`config.mk`:
```
export PLATFORM = sky130hd
export DESIGN_NAME = control_unit
export DESIGN_NICKNAME = d
export VERILOG_FILES = /design/src/rtl/control_unit.sv
export SDC_FILE = /design/constraint.sdc
export NUM_CORES = 1
export LEC_CHECK = 0
export ABC_AREA = 1
export CORE_MARGIN = 2
export CORE_UTILIZATION = 26
export DETAILED_ROUTE_END_ITERATION = 10
export PLACE_DENSITY_LB_ADDON = 0.12
export SLEW_MARGIN = 40
export SYNTH_ARGS = -nofsm -noshare
export SYNTH_HDL_FRONTEND = slang
export SYNTH_SLANG_ARGS = --single-unit
export TNS_END_PERCENT = 50
```
`constraint.sdc`:
```
create_clock -name Clk -period 1.2 [get_ports Clk]
set_input_delay 0.24 -clock Clk [delete_from_list [all_inputs] [get_ports Clk]]
set_output_delay 0.24 -clock Clk [all_outputs]
set_load 0.01 [all_outputs]
```
`src/rtl/control_unit.sv`:
```
// -----------------------------------------------------------------------------
// control_unit
//   Instruction-sequencing state machine for the 16-bit programmable processor.
//   Sits between the instruction register and the datapath and turns the
//   current instruction word into per-cycle control strobes.
//
// Parameters
//   D_AW   data-memory address width
//   RF_AW  register-file address width
//
// Ports
//   Clk         in   system clock, rising-edge active
//   Reset       in   asynchronous, active-low reset
//   IR          in   current instruction word (opcode in IR[15:12])
//   PC_Clr      out  clear program counter
//   PC_Up       out  increment program counter
//   IR_Ld       out  load instruction register
//   D_Addr      out  data-memory address
//   D_Wr        out  data-memory write enable
//   RF_s        out  register-file write-data select (1 = memory, 0 = ALU)
//   RF_W_Addr   out  register-file write address
//   RF_W_en     out  register-file write enable
//   RF_Ra_Addr  out  register-file port A read address
//   RF_Rb_Addr  out  register-file port B read address
//   ALU_s0      out  ALU function (000 zero, 001 A+B, 010 A-B)
//   State       out  current state code
//   NextState   out  combinational next-state code
// -----------------------------------------------------------------------------
module control_unit #(
    parameter int D_AW  = 8,
    parameter int RF_AW = 4
) (
    input  logic             Clk,
    input  logic             Reset,
    input  logic [15:0]      IR,
    output logic             PC_Clr,
    output logic             PC_Up,
    output logic             IR_Ld,
    output logic [D_AW-1:0]  D_Addr,
    output logic             D_Wr,
    output logic             RF_s,
    output logic [RF_AW-1:0] RF_W_Addr,
    output logic             RF_W_en,
    output logic [RF_AW-1:0] RF_Ra_Addr,
    output logic [RF_AW-1:0] RF_Rb_Addr,
    output logic [2:0]       ALU_s0,
    output logic [7:0]       State,
    output logic [7:0]       NextState
);

    typedef enum logic [7:0] {
        S_INIT   = 8'h00,
        S_FETCH  = 8'h01,
        S_DECODE = 8'h02,
        S_NOP    = 8'h03,
        S_LOADA  = 8'h04,
        S_LOADB  = 8'h05,
        S_STORE  = 8'h06,
        S_ADD    = 8'h07,
        S_SUB    = 8'h08,
        S_HALT   = 8'h09
    } state_t;

    localparam logic [3:0] OP_STORE = 4'h1;
    localparam logic [3:0] OP_LOAD  = 4'h2;
    localparam logic [3:0] OP_ADD   = 4'h3;
    localparam logic [3:0] OP_SUB   = 4'h4;
    localparam logic [3:0] OP_HALT  = 4'h6;

    localparam logic [2:0] ALU_ZERO = 3'b000;
    localparam logic [2:0] ALU_ADD  = 3'b001;
    localparam logic [2:0] ALU_SUB  = 3'b010;

    state_t r_state;
    state_t w_next_state;

    // State register; reset forces Init immediately so write strobes drop at once.
    always_ff @(posedge Clk or negedge Reset) begin
        if (!Reset) begin
            r_state <= S_INIT;
        end else begin
            r_state <= w_next_state;
        end
    end

    // Next-state logic; only Decode looks at the opcode.
    always_comb begin
        w_next_state = S_INIT;
        case (r_state)
            S_INIT:   w_next_state = S_FETCH;
            S_FETCH:  w_next_state = S_DECODE;
            S_DECODE: begin
                case (IR[15:12])
                    OP_STORE: w_next_state = S_STORE;
                    OP_LOAD:  w_next_state = S_LOADA;
                    OP_ADD:   w_next_state = S_ADD;
                    OP_SUB:   w_next_state = S_SUB;
                    OP_HALT:  w_next_state = S_HALT;
                    default:  w_next_state = S_NOP;   // reserved opcodes behave as NOOP
                endcase
            end
            S_LOADA:  w_next_state = S_LOADB;
            S_NOP:    w_next_state = S_FETCH;
            S_LOADB:  w_next_state = S_FETCH;
            S_STORE:  w_next_state = S_FETCH;
            S_ADD:    w_next_state = S_FETCH;
            S_SUB:    w_next_state = S_FETCH;
            S_HALT:   w_next_state = S_HALT;      // only Reset leaves Halt
            default:  w_next_state = S_INIT;      // unused encodings recover
        endcase
    end

    // Moore output decode from the registered state; IR fields are re-sampled live.
    always_comb begin
        PC_Clr     = 1'b0;
        PC_Up      = 1'b0;
        IR_Ld      = 1'b0;
        D_Addr     = {D_AW{1'b0}};
        D_Wr       = 1'b0;
        RF_s       = 1'b0;
        RF_W_Addr  = {RF_AW{1'b0}};
        RF_W_en    = 1'b0;
        RF_Ra_Addr = {RF_AW{1'b0}};
        RF_Rb_Addr = {RF_AW{1'b0}};
        ALU_s0     = ALU_ZERO;
        case (r_state)
            S_INIT: begin
                PC_Clr = 1'b1;
            end
            S_FETCH: begin
                IR_Ld = 1'b1;
                PC_Up = 1'b1;
            end
            S_STORE: begin
                D_Addr     = D_AW'(IR[7:0]);
                RF_Ra_Addr = RF_AW'(IR[11:8]);
                D_Wr       = 1'b1;
            end
            S_LOADA: begin
                // Memory read latency cycle: address and mux set up, no write yet.
                D_Addr = D_AW'(IR[11:4]);
                RF_s   = 1'b1;
            end
            S_LOADB: begin
                D_Addr    = D_AW'(IR[11:4]);
                RF_s      = 1'b1;
                RF_W_Addr = RF_AW'(IR[3:0]);
                RF_W_en   = 1'b1;
            end
            S_ADD: begin
                RF_Ra_Addr = RF_AW'(IR[11:8]);
                RF_Rb_Addr = RF_AW'(IR[7:4]);
                RF_W_Addr  = RF_AW'(IR[3:0]);
                ALU_s0     = ALU_ADD;
                RF_W_en    = 1'b1;
            end
            S_SUB: begin
                RF_Ra_Addr = RF_AW'(IR[11:8]);
                RF_Rb_Addr = RF_AW'(IR[7:4]);
                RF_W_Addr  = RF_AW'(IR[3:0]);
                ALU_s0     = ALU_SUB;
                RF_W_en    = 1'b1;
            end
            default: begin
                // Decode, Nop, Halt and unused codes keep every strobe low.
                PC_Clr = 1'b0;
            end
        endcase
    end

    assign State     = r_state;
    assign NextState = w_next_state;

endmodule

```
-- Yosys cells after proc, flatten, opt, wreduce, memory -nomap -nowiden
Cells that the tools add are included.
- equality and inequality tests: 14
- reductions and logical operators: 6
- multiplexer cells: 12
- operator list (kind ; count):
    $pmux W4 S5 ; 2
    $eq A8 B3 Y1 const B ; 4
    $eq A8 B2 Y1 const B ; 2
    $eq A8 B4 Y1 const B ; 2
    $pmux W8 S2 ; 1
    $mux W4 ; 3
    $eq A4 B2 Y1 const B ; 2
    $eq A4 B3 Y1 const B ; 2
    $eq A8 B1 Y1 const B ; 1
    $logic_not A8 Y1 ; 1
    $reduce_or A3 Y1 ; 2
    $reduce_or A6 Y1 ; 1
    $mux W1 ; 5
    $eq A4 B1 Y1 const B ; 1
    $pmux W2 S2 ; 1
    $reduce_or A2 Y1 ; 2
- word-level logic and storage cells: 33
- bits of input ports: 18
- register bits after elaboration: 8
- output and inout bits: 45

-- Depth between registers and ports, before layout
Gate-level depths: netlist of run 1.
- word-level depth: 3
- depth in mapped cells: 7
- depth with buffers taken out: 7

-- Least setup slack after synthesis of run 1
No wires, ideal clock.
- path type: reg-to-output
- start: register r_state[3] (netlist: State[3])
- end: output port NextState[2]
- slack: -0.234 ns
- buffers on the path: 0
- data arrival time: 1.194 ns
- required time: 0.960 ns
- cell stages (with the launch flop): 6
- path through: dfrtp_1 -> inv_1 -> nand2_1 -> nor2_2 -> inv_1 -> o21ai_0
- word-level cells in the longest chain between the ends: 3
- elaborated cells on any way between the ends: 12
- those cells by class: eq/ne (9); mux (1); reduce/logical (2)
- ends and longest elaborated chain (item ; line ; RTL):
    start: declaration ; 74 ; state_t r_state;
    start signal: assignment ; 82 ; r_state <= w_next_state;
    $eq A8 B4 Y1 (tied with other cells) ; 89 ; case (r_state)
    $reduce_or A6 Y1 (no line) ; n/a ;
    $pmux W4 S5 (*) ; 89 ;
    end: declaration ; 48 ; output logic [7:0] NextState
Mark *: on every way between the ends. The rest lies on a longest branch, timed or not.

-- Worst setup path after layout of run 1
- start: register r_state[3] (netlist: State[3])
- end: output port RF_Ra_Addr[0]
- word-level cells in the longest chain between the ends: 3
- elaborated cells on any way between the ends: 5
- those cells by class: eq/ne (3); mux (1); reduce/logical (1)
- ends and longest elaborated chain (item ; line ; RTL):
    $eq A8 B4 Y1 / $eq A8 B3 Y1 (equally long branches) ; 126 ; case (r_state)
    $reduce_or A3 Y1 (no line) (*) ; n/a ;
    $mux W4 (*) ; 126 ;
    end: declaration ; 44 ; output logic [RF_AW-1:0] RF_Ra_Addr,
Marked as above.

==> results by group, run 1 <==
Logic synthesis
  – Mapped Area: 614 sq um
  – FF+latch count, synth: 4
  – Mean Syn Cell Area: 5.58 sq um
  – Instance count of the mapped netlist: 110
  – Cell variety after synth: 21
  – Ys Warns: 0
  – Sequential cell area fraction in the yosys report: 16.3%

Cells and area
  – Commonest non-fill, non-tap cell in the layout: buf_2
  – Max reg flops: 4
  – Fin cells: 219
  – Nets@finish: 211
  – Most frequent cells in the layout: buf_2, buf_4, clkdlybuf4s50_1, buf_6, inv_1
  – Ant. Diodes: 0
  – Area grow syn2layout: 143%
  – Layout cell share with drive strength beyond 1: 64.9%

Detailed routing
  – Antenna violation net count after detailed routing: 0
  – Vias per cell: 4.48
  – Detailed Routing Iterations Pass 1: 4
  – Initial drt markers: 5
  – DRC Markers: 0
  – Post-Route WL: 2.66 mm
  – Avg WL per Cell: 12.1 microns
  – Via total after detailed routing: 981

STA
  – Final WS setup: -0.464 ns
  – Min Tclk post-route: 1.66 ns
  – RSZ-0062 raised after global routing: true
  – Fmax: 601 MHz
  – Fin crit share: 139%
  – Accumulated negative setup slack: -13.29 ns
  – Setup violators final: 35
  – Fin. Hold Viols: 0
  – Worst Skew: 0.00668 ns
  – Max Slew Vio Count: 0

Run
  – Max_cap viols: 0

Floorplanning
  – Initial Utilization: 27.5%
  – Die H: 52.6 microns
  – Row count: 17
  – I/O pin count: 63
  – Placeable Area: 0.00223 sq mm
  – Die W: 52.6 microns
  – Die area: 0.00277 sq mm

Status
  – Status: finished with violations
  – Violated checks: negative setup slack

Power
  – Leakage: 0.852 nW
  – Peak VDD IR: 1.72 mV
  – Pwr Density: 1670 mW/mm^2

Setup path
  – Crit Path Max Fanout: 5
  – Slowest CP cell: dfrtp_2
  – Setup CP Type: reg -> out
  – Worst path max stage delay: 0.45 ns
  – Critical path arrival: 1.42 ns
  – Setup crit start kind: register
  – Critical Path Sink Type: output pin
  – Critical-path cell list: nor2_4 > buf_6 > nand2_8 > nand3_4 > nand2_1 > inv_1 > buf_2
  – Worst Path Required: 0.96 ns

GRT
  – Overflow after GRT: 0
  – Vias in the first global route: 891
  – Pin count of the biggest net entering global routing: 7
  – Initial antenna violation count: 0
  – GRT Total Usage: 19.7%
  – First-pass GRT wire length: 4.04 mm

Clock tree
  – Clock-pin transition on the worst setup and hold timing paths: 0.04 ns
  – Cts bufs inserted: 3
  – CTS max path bufs: 2
  – Root buf cell: clkbuf_4
  – CTS tree: done
  – CTS H-tree lvls: 1
  – Clk_lat worst skew: 0.25 ns
  – Hold-fix buffers, CTS: 0
  – CTS sink count: 4

Worst hold path
  – Hold crit path type: in -> async

Place
  – Buffers on Ports: 53
  – Dpl ws: -0.843 ns
  – Placed cell count: 203
  – Post-DP HPWL: 1.92 mm
  – Placer Congestion: 0.733
-- synth_stat cells, drive strengths merged --
master	instances	area, sq um
inv	31	116
nand2	27	111
nor2	12	55.1
buf	10	75.1
o21ai	9	48.8
nand3	5	35.0
a21oi	4	20.0
dfrtp	4	100
o22ai	4	25.0
nand4	2	18.8
conb	1	3.75
nor3	1	5.00
-- per-stage QoR --
step	instance area [sq um]	hold slack (ns)	total power, mW	util, %
floorplan	701	-0.0556	0.927	-
global placement	1300	0.451	1.70	58.0
detailed placement	1300	0.463	1.72	58.0
CTS	1440	0.200	2.40	64.5
global route	1490	0.200	2.65	66.9
finish	1490	0.198	2.49	66.9
-- power by group --
group | total [mW] | switching [mW] | internal, mW
Clock | 0.181 | 0.0685 | 0.113
Sequential | 0.267 | 0.0771 | 0.189
Combinational | 2.04 | 1.01 | 1.03
Total | 2.49 | 1.16 | 1.33
-- kinds of logic after synthesis --
family	share of synthesized area (%)
simple gates	36.7
buf+inv	31.2
compound gates	15.3
flops	16.3
other cells	0.610
-- timing repair --
item	4_1_cts	5_1_grt
resized for setup	193	12
buffers inserted	10	2
endpoints found under the hold margin	0	0
endpoints found under the setup margin	36	36
gates cloned	1	0
pin swaps	12	5
-- path summary, 6_finish.rpt --
check / cells after the start / slack (ns) / from / endpoint
max: 7 / -0.46 / State[3]$_DFF_PN0_ / RF_Ra_Addr[0]
min: 1 / 0.20 / Reset / State[2]$_DFF_PN0_
max reg2reg: 11 / -0.37 / State[0]$_DFF_PN0_ / State[0]$_DFF_PN0_
min in group Clk: 5 / 0.74 / IR[14] / State[3]$_DFF_PN0_
max in group asynchronous: 1 / 0.81 / Reset / State[1]$_DFF_PN0_
min reg2reg: 5 / 0.75 / State[2]$_DFF_PN0_ / State[1]$_DFF_PN0_
-- routing by layer --
metal / track usage (%) / up-vias / share of wire [%]
met1: 20.7 / 455 / 37
met3: 4.00 / 4 / 6.4
met4: 11.1 / 0 / 0.87
met5: 0 / - / 0
met2: 35.8 / 38 / 55
li1: - / 484 / -
-- critical path: cells and delay by family (launching register included) --
| family | cells | cell delay [ns] |
|---|---|---|
| buffers and inverters | 3 | 0.30 |
| DFF | 1 | 0.45 |
| and+or+nand+nor | 4 | 0.42 |
-- cell type report --
| class | instances | area, sq um |
|---|---|---|
| well taps | 28 | 35.0 |
| flip-flops and latches | 4 | 104 |
| inverters | 31 | 131 |
| repair buffers | 79 | 657 |
| clock buffers | 3 | 22.5 |
| multi-input cells | 74 | 544 |
| fillers | 197 | 739 |
No activity file was read; power rests on OpenSTA's default activity.
==> inputs of run 2 (changes only) <==
--- a/config.mk
+++ b/config.mk
@@ -9,6 +9,7 @@
 export CORE_MARGIN = 2
 export CORE_UTILIZATION = 26
 export DETAILED_ROUTE_END_ITERATION = 10
+export MAX_ROUTING_LAYER = met4
 export PLACE_DENSITY_LB_ADDON = 0.12
 export SLEW_MARGIN = 40
 export SYNTH_ARGS = -nofsm -noshare
==> constraint.sdc (replaced) <==
create_clock -name Clk -period 1.5 [get_ports Clk]
set_input_delay 0.3 -clock Clk [delete_from_list [all_inputs] [get_ports Clk]]
set_output_delay 0.3 -clock Clk [all_outputs]
set_load 0.01 [all_outputs]
==> run 2 against run 1 <==
Effect of this change:
- the run still ends with negative setup slack left
- hold slack gained 0.066 ns
- final area down 4.0%
- register-to-register slack improved by 0.27 ns
- first-iteration DRC count rose by 100%
- clock power is 20% lower
- critical path depth rose by 1
- combinational power shrank 38%
- critical endpoint is now D_Addr[6]
- utilization down 2.7 points
- via count decreased by 1.8%
==> results by group, run 2 (synthesis results as in run 1) <==
Status
  – Status: finished with violations (unchanged)
  – Violated checks: negative setup slack (unchanged)

Clock tree
  – CTS tree: done (unchanged)
  – Root buf cell: clkbuf_4 (unchanged)
  – Cts bufs inserted: 3 (unchanged)
  – CTS H-tree lvls: 1 (unchanged)
  – Clk_lat worst skew: 0.25 ns (about the same)
  – Hold-fix buffers, CTS: 0 (unchanged)
  – CTS sink count: 4 (unchanged)
  – CTS max path bufs: 2 (unchanged)
  – Clock-pin transition on the worst setup and hold timing paths: 0.04 ns (about the same)

Detailed routing
  – Via total after detailed routing: 963 (was 981)
  – Post-Route WL: 2.48 mm (was 2.66 mm)
  – DRC Markers: 0 (unchanged)
  – Vias per cell: 4.34 (was 4.48)
  – Avg WL per Cell: 11.2 microns (was 12.1 microns)
  – Routed wl met2: 1.40 mm (was 1.47 mm)
  – Top sig layer: met4 (unchanged)
  – Met3 wire len: 163 microns (was 171 microns)
  – Initial drt markers: 10 (was 5)
  – Antenna violation net count after detailed routing: 0 (unchanged)
  – Detailed Routing Iterations Pass 1: 2 (was 4)
  – M1 WL: 831 microns (was 986 microns)

Setup path
  – Critical path arrival: 1.40 ns (was 1.42 ns)
  – Critical-path cell list: inv_4 > nor2_4 > buf_6 > nand2_8 > inv_8 > nand2_1 > o21ai_1 > buf_2 (was nor2_4 > buf_6 > nand2_8 > nand3_4 > nand2_1 > inv_1 > buf_2)
  – CP top delay family: buffers and inverters (was flip-flops)
  – Critical Path Sink Type: output pin (unchanged)
  – Setup crit start kind: register (unchanged)
  – CP Buf/Inv Count: 4 (was 3)
  – Start point of the critical path: State[2]$_DFF_PN0_ (was State[3]$_DFF_PN0_)
  – Worst path max stage delay: 0.40 ns (was 0.45 ns)
  – Slowest CP cell: dfrtp_1 (was dfrtp_2)
  – Worst R2R Setup Slack: -0.10 ns (was -0.37 ns)
  – RR Startpoint: State[3]$_DFF_PN0_ (was State[0]$_DFF_PN0_)
  – Worst Path Required: 1.20 ns (was 0.96 ns)
  – Reg2reg end: State[3]$_DFF_PN0_ (was State[0]$_DFF_PN0_)
  – Worst Reg-to-Reg Cells: 9 (was 11)
  – Crit Path Max Fanout: 5 (unchanged)
  – Setup CP Type: reg -> out (unchanged)

GRT
  – Vias in the first global route: 869 (was 891)
  – Initial antenna violation count: 0 (unchanged)
  – First-pass GRT wire length: 3.68 mm (was 4.04 mm)
  – GRT Total Usage: 18.8% (was 19.7%)
  – Overflow after GRT: 0 (unchanged)
  – Pin count of the biggest net entering global routing: 9 (was 7)

Place
  – Placer Congestion: 0.760 (was 0.733)
  – Buffers on Ports: 53 (unchanged)
  – Dpl ws: -0.740 ns (was -0.843 ns)
  – Post-DP HPWL: 1.90 mm (was 1.92 mm)

Cells and area
  – Layout cell share with drive strength beyond 1: 57.7% (was 64.9%)
  – Max reg flops: 4 (unchanged)
  – Most frequent cells in the layout: buf_2, buf_4, inv_1, nand2_1, clkdlybuf4s50_1 (was buf_2, buf_4, clkdlybuf4s50_1, buf_6, inv_1)
  – Area grow syn2layout: 133% (was 143%)
  – Ant. Diodes: 0 (unchanged)
  – Commonest non-fill, non-tap cell in the layout: buf_2 (unchanged)
  – Filler Cell Count: 210 (was 197)
  – Nets@finish: 214 (was 211)

STA
  – Worst Skew: 0.00838 ns (was 0.00668 ns)
  – Fin. Hold Viols: 0 (unchanged)
  – Accumulated negative setup slack: -4.92 ns (was -13.29 ns)
  – RSZ-0062 raised after global routing: true (unchanged)
  – Min Tclk post-route: 1.70 ns
  – Fmax: 590 MHz
  – Max Slew Vio Count: 0 (unchanged)
  – Setup violators final: 32 (was 35)
  – Final WS setup: -0.195 ns (was -0.464 ns)
  – Fin crit share: 113%

Floorplanning
  – Placeable Area: 0.00223 sq mm (unchanged)
  – Die area: 0.00277 sq mm (unchanged)
  – Initial Utilization: 27.5% (unchanged)
  – Die W: 52.6 microns (unchanged)
  – I/O pin count: 63 (unchanged)
  – Row count: 17 (unchanged)
  – Die H: 52.6 microns (unchanged)

Power
  – Leakage: 0.869 nW (was 0.852 nW)
  – Pwr Density: 1130 mW/mm^2 (was 1670 mW/mm^2)
  – Peak VDD IR: 1.22 mV (was 1.72 mV)

Run
  – Max_cap viols: 0 (unchanged)

Worst hold path
  – Hold crit path type: in -> async (unchanged)
-- run 2: changes by cell type in the layout (fill, tap and decap cells not counted), moves of 3 or more --
cell	delta
buf_6	-6
buf_4	+5
nand2_4	-5
nor2_2	-5
dlygate4sd2_1	+4
nor2_1	+4
o21ai_1	+4
a21oi_1	-3
a21oi_2	+3
buf_2	+3
clkdlybuf4s15_2	-3
inv_4	-3
o21ai_2	-3
-- run 2: metrics by stage --
step	util [%]	area [sq um]	hold WS, ns	power, mW	std cells
6_report	64.2	1430	0.264	1.62	222
5_1_grt	64.2	1430	0.264	1.74	222
4_1_cts	61.1	1360	0.264	1.55	219
3_5_place_dp	55.5	1240	0.530	1.29	203
3_3_place_gp	55.5	1240	0.510	1.27	203
2_1_floorplan	-	644	0.00441	0.669	118
-- run 2: timing repair --
item,in CTS,in global routing
pin swaps,16,12
endpoints found under the setup margin,36,34
buffers inserted,13,4
gates resized for setup,176,22
-- run 2: report_power, final --
part           leakage, nW  switching (mW)  internal [mW]
Combinational        0.808           0.650          0.608
Clock               0.0138          0.0549         0.0902
Sequential          0.0477          0.0611          0.152
-- run 2: worst max-delay path by stage --
stage / cells past startpoint / end
2_1_floorplan: 5 / NextState[2]
6_report: 8 / D_Addr[6]
3_5_place_dp: 5 / NextState[2]
3_3_place_gp: 5 / NextState[2]
4_1_cts: 7 / RF_W_Addr[3]
5_1_grt: 8 / D_Addr[4]
-- run 2: area by class of cell --
type	count	area [sq um]	share of cell area, %
inverters	31	126	8.81
multi-input cells	73	480	33.5
well taps	28	35.0	2.44
clock buffers	3	22.5	1.57
repair buffers	83	666	46.4
flip-flops and latches	4	104	7.24
-- run 2: worst reg2reg max path: cells and delay by family (launching register included) --
family | cells | cell delay [ns]
compound gates | 1 | 0.07
flops | 1 | 0.43
buf+inv | 7 | 0.90
simple gates | 1 | 0.10
-- run 2: per-layer routing --
layer  up-vias  GRT usage [%]
met4         0           12.0
met3         9           2.86
met2        37           35.8
met1       434           17.1
met5         -              -
li1        483              -
